==> src/rtl/alu_pkg.sv <==
// Shared ALU definitions: opcodes, branch types and exception codes used by
// the ALU and its execute-stage output register.
package alu_pkg;

  localparam logic [3:0] ALUC_ADDU = 4'b0000;
  localparam logic [3:0] ALUC_SUBU = 4'b0001;
  localparam logic [3:0] ALUC_ADD  = 4'b0010;
  localparam logic [3:0] ALUC_SUB  = 4'b0011;
  localparam logic [3:0] ALUC_AND  = 4'b0100;
  localparam logic [3:0] ALUC_OR   = 4'b0101;
  localparam logic [3:0] ALUC_XOR  = 4'b0110;
  localparam logic [3:0] ALUC_NOR  = 4'b0111;
  localparam logic [3:0] ALUC_LUI  = 4'b1000;
  localparam logic [3:0] ALUC_SLTU = 4'b1010;
  localparam logic [3:0] ALUC_SLT  = 4'b1011;
  localparam logic [3:0] ALUC_SRA  = 4'b1100;
  localparam logic [3:0] ALUC_SRL  = 4'b1101;
  localparam logic [3:0] ALUC_SLL  = 4'b1111;

  typedef enum logic [1:0] {
    BR_NONE = 2'b00,
    BR_BEQ  = 2'b01,
    BR_BNE  = 2'b10,
    BR_RSVD = 2'b11
  } br_type_e;

  localparam logic [4:0] EXC_OV = 5'd12;

  // Reserved branch encoding resolves as not-taken.
  function automatic logic branch_taken(input logic [1:0] br_type, input logic zero);
    logic taken;
    case (br_type)
      BR_BEQ:  taken = zero;
      BR_BNE:  taken = ~zero;
      default: taken = 1'b0;
    endcase
    return taken;
  endfunction

endpackage

==> src/rtl/alu_ex_stage_skid_buf.sv <==
// Generic 2-entry valid/ready buffer: a main entry driving the outputs and one
// skid entry absorbing the beat that arrives while the consumer stalls.
module skid_buf #(
  parameter int W = 8
) (
  input  logic         clk,
  input  logic         rst_n,
  input  logic         flush,
  input  logic         in_valid,
  output logic         in_ready,
  input  logic [W-1:0] in_data,
  output logic         out_valid,
  input  logic         out_ready,
  output logic [W-1:0] out_data
);

  logic         main_v_r, skid_v_r, in_ready_r;
  logic [W-1:0] main_d_r, skid_d_r;
  logic         accept_s, drain_s;
  logic         main_v_s, skid_v_s;
  logic         main_load_s, main_from_skid_s, skid_load_s;

  // Next occupancy and load selects; flush overrides every other event.
  always_comb begin
    accept_s         = in_valid & in_ready_r & ~flush;
    drain_s          = main_v_r & out_ready;
    main_v_s         = main_v_r;
    skid_v_s         = skid_v_r;
    main_load_s      = 1'b0;
    main_from_skid_s = 1'b0;
    skid_load_s      = 1'b0;
    if (flush) begin
      main_v_s = 1'b0;
      skid_v_s = 1'b0;
    end else if (drain_s && skid_v_r) begin
      main_load_s      = 1'b1;
      main_from_skid_s = 1'b1;
      main_v_s         = 1'b1;
      skid_load_s      = accept_s;
      skid_v_s         = accept_s;
    end else if (drain_s || !main_v_r) begin
      main_load_s = accept_s;
      main_v_s    = accept_s;
    end else begin
      skid_load_s = accept_s;
      skid_v_s    = skid_v_r | accept_s;
    end
  end

  // Valid bits and the registered ready, which looks at next-state skid occupancy.
  always_ff @(posedge clk or negedge rst_n) begin
    if (!rst_n) begin
      main_v_r   <= 1'b0;
      skid_v_r   <= 1'b0;
      in_ready_r <= 1'b1;
    end else begin
      main_v_r   <= main_v_s;
      skid_v_r   <= skid_v_s;
      in_ready_r <= ~skid_v_s;
    end
  end

  // Payload storage; empty entries simply keep their last contents.
  always_ff @(posedge clk or negedge rst_n) begin
    if (!rst_n) begin
      main_d_r <= {W{1'b0}};
      skid_d_r <= {W{1'b0}};
    end else begin
      if (main_load_s) begin
        main_d_r <= main_from_skid_s ? skid_d_r : in_data;
      end else begin
        main_d_r <= main_d_r;
      end
      if (skid_load_s) begin
        skid_d_r <= in_data;
      end else begin
        skid_d_r <= skid_d_r;
      end
    end
  end

  assign in_ready  = in_ready_r;
  assign out_valid = main_v_r;
  assign out_data  = main_d_r;

endmodule

==> src/rtl/alu_ex_stage.sv <==
// Execute-stage output register behind the ALU: resolves beq/bne, raises the
// overflow exception, gates register writes and buffers results for memory.
module alu_ex_stage #(
  parameter int         WIDTH  = 32,
  parameter logic [4:0] EXC_OV = alu_pkg::EXC_OV
) (
  input  logic             clk,
  input  logic             rst_n,
  input  logic             in_valid,
  output logic             in_ready,
  input  logic [3:0]       in_aluc,
  input  logic [WIDTH-1:0] in_r,
  input  logic             in_zero,
  input  logic             in_carry,
  input  logic             in_negative,
  input  logic             in_overflow,
  input  logic [WIDTH-1:0] in_pc,
  input  logic [4:0]       in_rd,
  input  logic             in_wen,
  input  logic             in_ov_trap,
  input  logic [1:0]       in_br_type,
  input  logic [WIDTH-1:0] in_br_target,
  input  logic             flush,
  output logic             out_valid,
  input  logic             out_ready,
  output logic [WIDTH-1:0] out_r,
  output logic [4:0]       out_rd,
  output logic             out_wen,
  output logic             out_exc,
  output logic [4:0]       out_exc_code,
  output logic [WIDTH-1:0] out_epc,
  output logic             redirect_valid,
  output logic [WIDTH-1:0] redirect_pc
);
  import alu_pkg::*;

  localparam int PW = 2 * WIDTH + 12;

  logic             exc_s, taken_s, eff_wen_s, accept_s;
  logic [4:0]       exc_code_s;
  logic [WIDTH-1:0] epc_s;
  logic [PW-1:0]    payload_s, out_data_s;
  logic             redirect_valid_r;
  logic [WIDTH-1:0] redirect_pc_r;
  logic             unused_s;

  // Opcode and the remaining flags only matter for trace, not for this stage.
  assign unused_s = ^{in_aluc, in_carry, in_negative};

  assign accept_s   = in_valid & in_ready & ~flush;
  assign exc_s      = in_ov_trap & in_overflow;
  assign taken_s    = branch_taken(in_br_type, in_zero) & ~exc_s;
  assign eff_wen_s  = in_wen & ~exc_s & (in_rd != 5'd0);
  assign exc_code_s = exc_s ? EXC_OV : 5'd0;
  assign epc_s      = exc_s ? in_pc : {WIDTH{1'b0}};
  assign payload_s  = {in_r, in_rd, eff_wen_s, exc_s, exc_code_s, epc_s};

  skid_buf #(.W(PW)) u_skid_buf (
    .clk       (clk),
    .rst_n     (rst_n),
    .flush     (flush),
    .in_valid  (in_valid),
    .in_ready  (in_ready),
    .in_data   (payload_s),
    .out_valid (out_valid),
    .out_ready (out_ready),
    .out_data  (out_data_s)
  );

  assign {out_r, out_rd, out_wen, out_exc, out_exc_code, out_epc} = out_data_s;

  // Taken-branch redirect bypasses the buffer so fetch hears it after one cycle.
  always_ff @(posedge clk or negedge rst_n) begin
    if (!rst_n) begin
      redirect_valid_r <= 1'b0;
      redirect_pc_r    <= {WIDTH{1'b0}};
    end else begin
      redirect_valid_r <= accept_s & taken_s;
      if (accept_s && taken_s) begin
        redirect_pc_r <= in_br_target;
      end else begin
        redirect_pc_r <= redirect_pc_r;
      end
    end
  end

  assign redirect_valid = redirect_valid_r;
  assign redirect_pc    = redirect_pc_r;

endmodule

==> config.mk <==
export PLATFORM = sky130hd
export DESIGN_NAME = alu_ex_stage
export DESIGN_NICKNAME = d
export VERILOG_FILES = /design/src/rtl/alu_pkg.sv /design/src/rtl/alu_ex_stage_skid_buf.sv /design/src/rtl/alu_ex_stage.sv
export SDC_FILE = /design/constraint.sdc
export NUM_CORES = 1
export LEC_CHECK = 0
export ABC_AREA = 0
export CAP_MARGIN = 20
export CELL_PAD_IN_SITES_DETAIL_PLACEMENT = 1
export CELL_PAD_IN_SITES_GLOBAL_PLACEMENT = 1
export CORE_MARGIN = 1.5
export CORE_UTILIZATION = 33
export CTS_CLUSTER_SIZE = 8
export DETAILED_ROUTE_END_ITERATION = 8
export PLACE_DENSITY_LB_ADDON = 0.1
export SLEW_MARGIN = 20
export SYNTH_ARGS = -nofsm -noshare
export SYNTH_HDL_FRONTEND = slang
export SYNTH_SLANG_ARGS = --single-unit
==> constraint.sdc <==
create_clock -name clk -period 1.9 [get_ports clk]
set_clock_uncertainty 0.2 [all_clocks]
set_input_delay 0.475 -clock clk [delete_from_list [all_inputs] [get_ports clk]]
set_output_delay 0.475 -clock clk [all_outputs]
set_load 0.01 [all_outputs]
## Yosys cells after proc, flatten, opt, wreduce, memory -nomap -nowiden

Cells that the tools add are included.

| cells by class | value |
|---|---|
| equal/unequal tests | 2 |
| mux-type cells | 18 |
| bitwise logic cells | 13 |
| reductions and logical operators | 6 |

Operator list:

| operator | number |
|---|---|
| $mux W76 | 1 |
| $mux W32 | 1 |
| $mux W1 | 14 |
| $and A1 B1 Y1 | 8 |
| $reduce_bool A5 Y1 | 1 |
| $mux W4 | 1 |
| $not A1 Y1 | 4 |
| $reduce_bool A3 Y1 | 1 |
| $eq A2 B1 Y1 const B | 1 |
| $eq A2 B2 Y1 const B | 1 |
| $logic_and A1 B1 Y1 | 2 |
| $pmux W1 S2 | 1 |
| $logic_not A1 Y1 | 1 |
| $logic_or A1 B1 Y1 | 1 |
| $or A1 B1 Y1 | 1 |

| storage, ports and cells | value |
|---|---|
| register bits after elaboration | 188 |
| input bits | 118 |
| word-level logic and storage cells | 46 |

## Longest topological paths before layout

| depth | value |
|---|---|
| word-level depth | 7 |
| mapped depth | 7 |
| depth with buffers taken out | 3 |

## Cells and area by module

Synthesis repeated with hierarchy kept, for this count alone.

| second synthesis, totals | value |
|---|---|
| cells, all modules | 540 |
| area total of the unflattened synthesis | 8280.4 sq um |

Modules (own cells, without submodules):

| module | instances | cells an instance | area an instance (sq um) | seq. area each (sq um) |
|---|---|---|---|---|
| skid_buf | 1 | 425 | 6759.0 | 3880.0 |
| alu_ex_stage | 1 | 115 | 1521.5 | 825.8 |

## Worst setup path before layout

No wires, ideal clock.

| timing path | value |
|---|---|
| path kind | input-to-reg |
| start point | input port in_br_type[0] |
| end point | register redirect_pc_r[10], in the netlist redirect_pc[10] |
| setup time | 0.125 ns |
| data arrival time | 1.927 ns |
| path slack | -0.351 ns |
| stages | 4 |
| path buffers | 1 |
| cell sequence | or3b_4 -> a2111oi_4 -> buf_6 -> mux2_2 |

| on the way | value |
|---|---|
| longest elaborated chain between the ends | 4 |
| elaborated cells on any way between the ends | 5 |
| those cells by class | eq/ne: 2; mux: 1; bitwise: 1; reduce/logical: 1 |

RTL lines:

| element | line | text |
|---|---|---|
| start: declaration | alu_ex_stage.sv:21 | `input logic [1:0] in_br_type,` |
| $eq A2 B2 Y1 or $eq A2 B1 Y1 (tied branches) | alu_pkg.sv:32 | `case (br_type)` |
| $pmux W1 S2 (*) | alu_pkg.sv:32 |  |
| $and A1 B1 Y1 (*) | alu_ex_stage.sv:52 | `assign taken_s = branch_taken(in_br_type, in_zero) & ~exc_s;` |
| $logic_and A1 B1 Y1 (*) | alu_ex_stage.sv:79 | `if (accept_s && taken_s) begin` |
| end signal: assignment | alu_ex_stage.sv:76 | `redirect_pc_r <= {WIDTH{1'b0}};` |
| end signal: assignment | alu_ex_stage.sv:80 | `redirect_pc_r <= in_br_target;` |
| end signal: assignment | alu_ex_stage.sv:82 | `redirect_pc_r <= redirect_pc_r;` |
| end: declaration | alu_ex_stage.sv:44 | `logic [WIDTH-1:0] redirect_pc_r;` |

Every way passes the cells marked *; elsewhere a longest branch is shown, timed or not.
A chain may end at the register's enable or synchronous reset.

## Worst setup path in the final report

| timing path | value |
|---|---|
| start point | input port in_valid |
| end point | register u_skid_buf.skid_d_r[37] |

| on the way | value |
|---|---|
| longest elaborated chain between the ends | 5 |

RTL lines:

| element | line | text |
|---|---|---|
| start: declaration | alu_ex_stage.sv:9 | `input logic in_valid,` |
| $and A1 B1 Y1 (*) (2 in a row) | alu_ex_stage_skid_buf.sv:25 | `accept_s = in_valid & in_ready_r & ~flush;` |
| $mux W1 | alu_ex_stage_skid_buf.sv:41 | `end else if (drain_s \|\| !main_v_r) begin` |
| $mux W1 (*) | alu_ex_stage_skid_buf.sv:35 | `end else if (drain_s && skid_v_r) begin` |
| $mux W1 (*) | alu_ex_stage_skid_buf.sv:32 | `if (flush) begin` |
| end signal: assignment | alu_ex_stage_skid_buf.sv:67 | `skid_d_r <= {W{1'b0}};` |
| end signal: assignment | alu_ex_stage_skid_buf.sv:75 | `skid_d_r <= in_data;` |
| end signal: assignment | alu_ex_stage_skid_buf.sv:77 | `skid_d_r <= skid_d_r;` |
| end: declaration | alu_ex_stage_skid_buf.sv:18 | `logic [W-1:0] main_d_r, skid_d_r;` |

Marks and branches as above.

==> out/qor.csv <==
metric;value;unit
Area Growth Syn to Fin;62.7;%
port bufs;219;
Die Area;23300;um^2
All-Layer GR Usage;20.2;%
total routed wirelength;25.3;mm
ANT nets after route;0;
post-synthesis cell count;592;
GPL Wtd Cong;0.776;
Max Fanout on Critical Path;5;
post-synth top area share;60.0;%
drt drc;0;
grt total ovfl;0;
Initial DRC Count;199;
setup ws final;-0.108;ns
max-capacitance violation count;0;
endpoints failing setup;140;
antenna violations before repair;0;
#FFs+latches synth;178;
clk sinks;178;
CTS H-Tree Depth;4;
Setup crit end kind;flop;
number of global-route vias before repair;6313;
1st-pass router iterations;6;
RSZ-0062 raised after global routing;true;
largest cells by area after synthesis;dfrtp_1 (60%), mux2_2 (11%), a221o_1 (5.0%), mux2i_1 (4.5%), o221ai_1 (4.0%);
placed inst area;10200;um^2
I/O pin total;229;
largest net degree at the start of global routing;43;
CTS Buf Count;17;
CP arrival;2.12;ns
Max Fclk;0.498;GHz
first-pass GRT wire length;36.8;mm
worst hold path type;flop to flop;
worst skew pair latency;0.43;ns
Yosys Warn Count;0;
die height;153;um
layout cell share with drive strength beyond 1;26.9;%
per-cell routed wire length;21.7;um
CP Class;input port to flop;
Final TNS setup;-7.34;ns
Vias;5766;
fin. max-slew vios;0;
crit path time final;2.01;ns
diode count;0;
post-synthesis cell type count;31;
Rows;54;
Worst-path clk slew;0.07;ns
status;finished, violations left;
dominant cell type by area after synthesis;dfrtp_1;
CTS tree;built;
endpoints failing hold;0;
chip width;153;um
Static Leakage;5.47;nW
power density over the cells;982;nW/um^2
Via-to-Cell Ratio;4.95;
final instance area;12000;um^2
Worst IR Drop VDD;0.000651;V
Mean Syn Cell Area;12.5;um^2
DP HPWL;14.5;mm
CTS root buf;clkbuf_16;
startpoint types;input port;
nets;989;
Initial Util;33.7;%
clk buf depth;2;
total core area;21900;um^2
Worst Path Required;2.01;ns
Seq/Total Area, Yosys;60.3;%
Final Cycle Share;106;%
Syn Std Cell Area;7390;um^2
failing checks;setup timing;
==> flip-flops by register name (all words and copies together), names as in the netlist <==
signal                cells
u_skid_buf.skid_v_r       1
u_skid_buf.skid_d_r      71
redirect_pc              32
u_skid_buf.in_ready       1
u_skid_buf.out_data      71
redirect_valid            1
u_skid_buf.out_valid      1
==> synthesized netlist by cell type <==
cell type,count
dfrtp_1,177
conb_1,1
and2_1,38
or4_1,1
o221ai_1,34
inv_1,68
nand3b_1,1
nand2_1,72
clkbuf_1,22
mux2i_1,33
a21o_1,1
a211o_1,2
a211oi_2,1
buf_4,5
and4b_1,1
buf_6,3
a211oi_1,1
dfstp_2,1
a221o_1,37
a21oi_1,2
mux2_2,69
or3b_4,1
buf_2,12
a2111oi_4,1
nand2b_1,1
mux2_1,1
o21bai_1,1
nor2b_1,1
nor4b_1,1
o211ai_1,1
buf_1,2
==> cell type report <==
cell class,count,area (um^2)
clock inverter,12,144
multi-input combinational,304,3080
inverter,68,255
fill,2177,9870
timing repair buffer,302,3290
sequential,178,4460
clock buffer,20,447
tap,280,350
==> power by group <==
group	switching (mW)	internal, mW	total [mW]	leakage, nW
Sequential	0.510	4.69	5.20	2.23
Clock	1.59	2.01	3.59	0.284
Combinational	1.24	1.77	3.01	2.96
==> path summary, 6_finish.rpt <==
kind / startpoint / endpoint / slack (ns) / cells after the start
worst max-delay path: in_valid / u_skid_buf.skid_d_r[37] / -0.11 / 7
worst min-delay path: u_skid_buf.skid_d_r[29] / u_skid_buf.out_data[29] / 0.28 / 2
worst max register to register: u_skid_buf.in_ready / u_skid_buf.skid_d_r[37] / -0.10 / 6
worst min register to register: u_skid_buf.skid_d_r[29] / u_skid_buf.out_data[29] / 0.28 / 2
max in group asynchronous: rst_n / u_skid_buf.skid_d_r[9] / 0.60 / 3
min in group asynchronous: rst_n / redirect_pc[5] / 0.33 / 2
==> per-layer routing <==
layer | part of all wire (%) | wire length [um] | vias to the layer above | global-route usage, %
met2 | 51 | 12900 | 164 | 34.1
met4 | 0.74 | 187 | 0 | 3.98
met5 | 0 | 0 | - | 0
met1 | 43 | 10800 | 2972 | 26.0
li1 | - | - | 2612 | -
met3 | 5.4 | 1380 | 18 | 5.57
==> critical path, stage by stage <==
cell and delay [ns]:
clkdlybuf4s50_1 0.50, nand2_4 0.10, nor4b_4 0.24, buf_4 0.18, buf_8 0.14, clkbuf_16 0.17, mux2_4 0.30
==> layout by cell type (no fill, tap or decap), types with 4 or more instances in the layout <==
cell type	netlist	routed
buf_4	5	31
inv_1	68	68
clkbuf_16	0	24
mux2i_1	33	29
mux2_4	0	70
inv_6	0	5
buf_16	0	7
o221ai_2	0	30
dfrtp_1	177	176
o221ai_4	0	4
buf_6	3	12
clkdlybuf4s50_1	0	104
buf_8	0	5
dlygate4sd2_1	0	108
and2_1	38	37
a221o_1	37	37
buf_12	0	23
nand2_1	72	71
==> kinds of logic after synthesis <==
kind of cell,Yosys count,synth area share (%)
AND/OR/NAND/NOR,117,7.66
flip-flops,178,60.3
other,1,0.0508
multiplexers,103,15.1
buffers and inverters,112,6.45
AO/OA/AOI/OAI,81,10.4
==> repair_timing <==
item                                   4_1_cts  5_1_grt
setup buffers                               21        8
setup endpoints to repair                  247      176
gates cloned                                11       11
pin swaps                                    6       40
hold buffers                                 1        0
endpoints found under the hold margin       22        0
resized for setup                          200       88
==> metrics by stage <==
| stage | utilization, % | setup slack, ns | power [mW] | hold WS (ns) | cells |
|---|---|---|---|---|---|
| finish | 54.9 | -0.108 | 11.8 | 0.284 | 1164 |
| global route | 54.9 | -0.145 | 12.4 | 0.313 | 1164 |
| CTS | 51.9 | -0.173 | 11.6 | 0.291 | 1150 |
| detailed placement | 46.6 | -0.752 | 7.99 | 0.186 | 1086 |
| global placement | 46.6 | -0.707 | 7.83 | 0.190 | 1086 |
| floorplan | - | -0.298 | 6.32 | -0.0206 | 594 |
(Power assumes the default switching activity.)
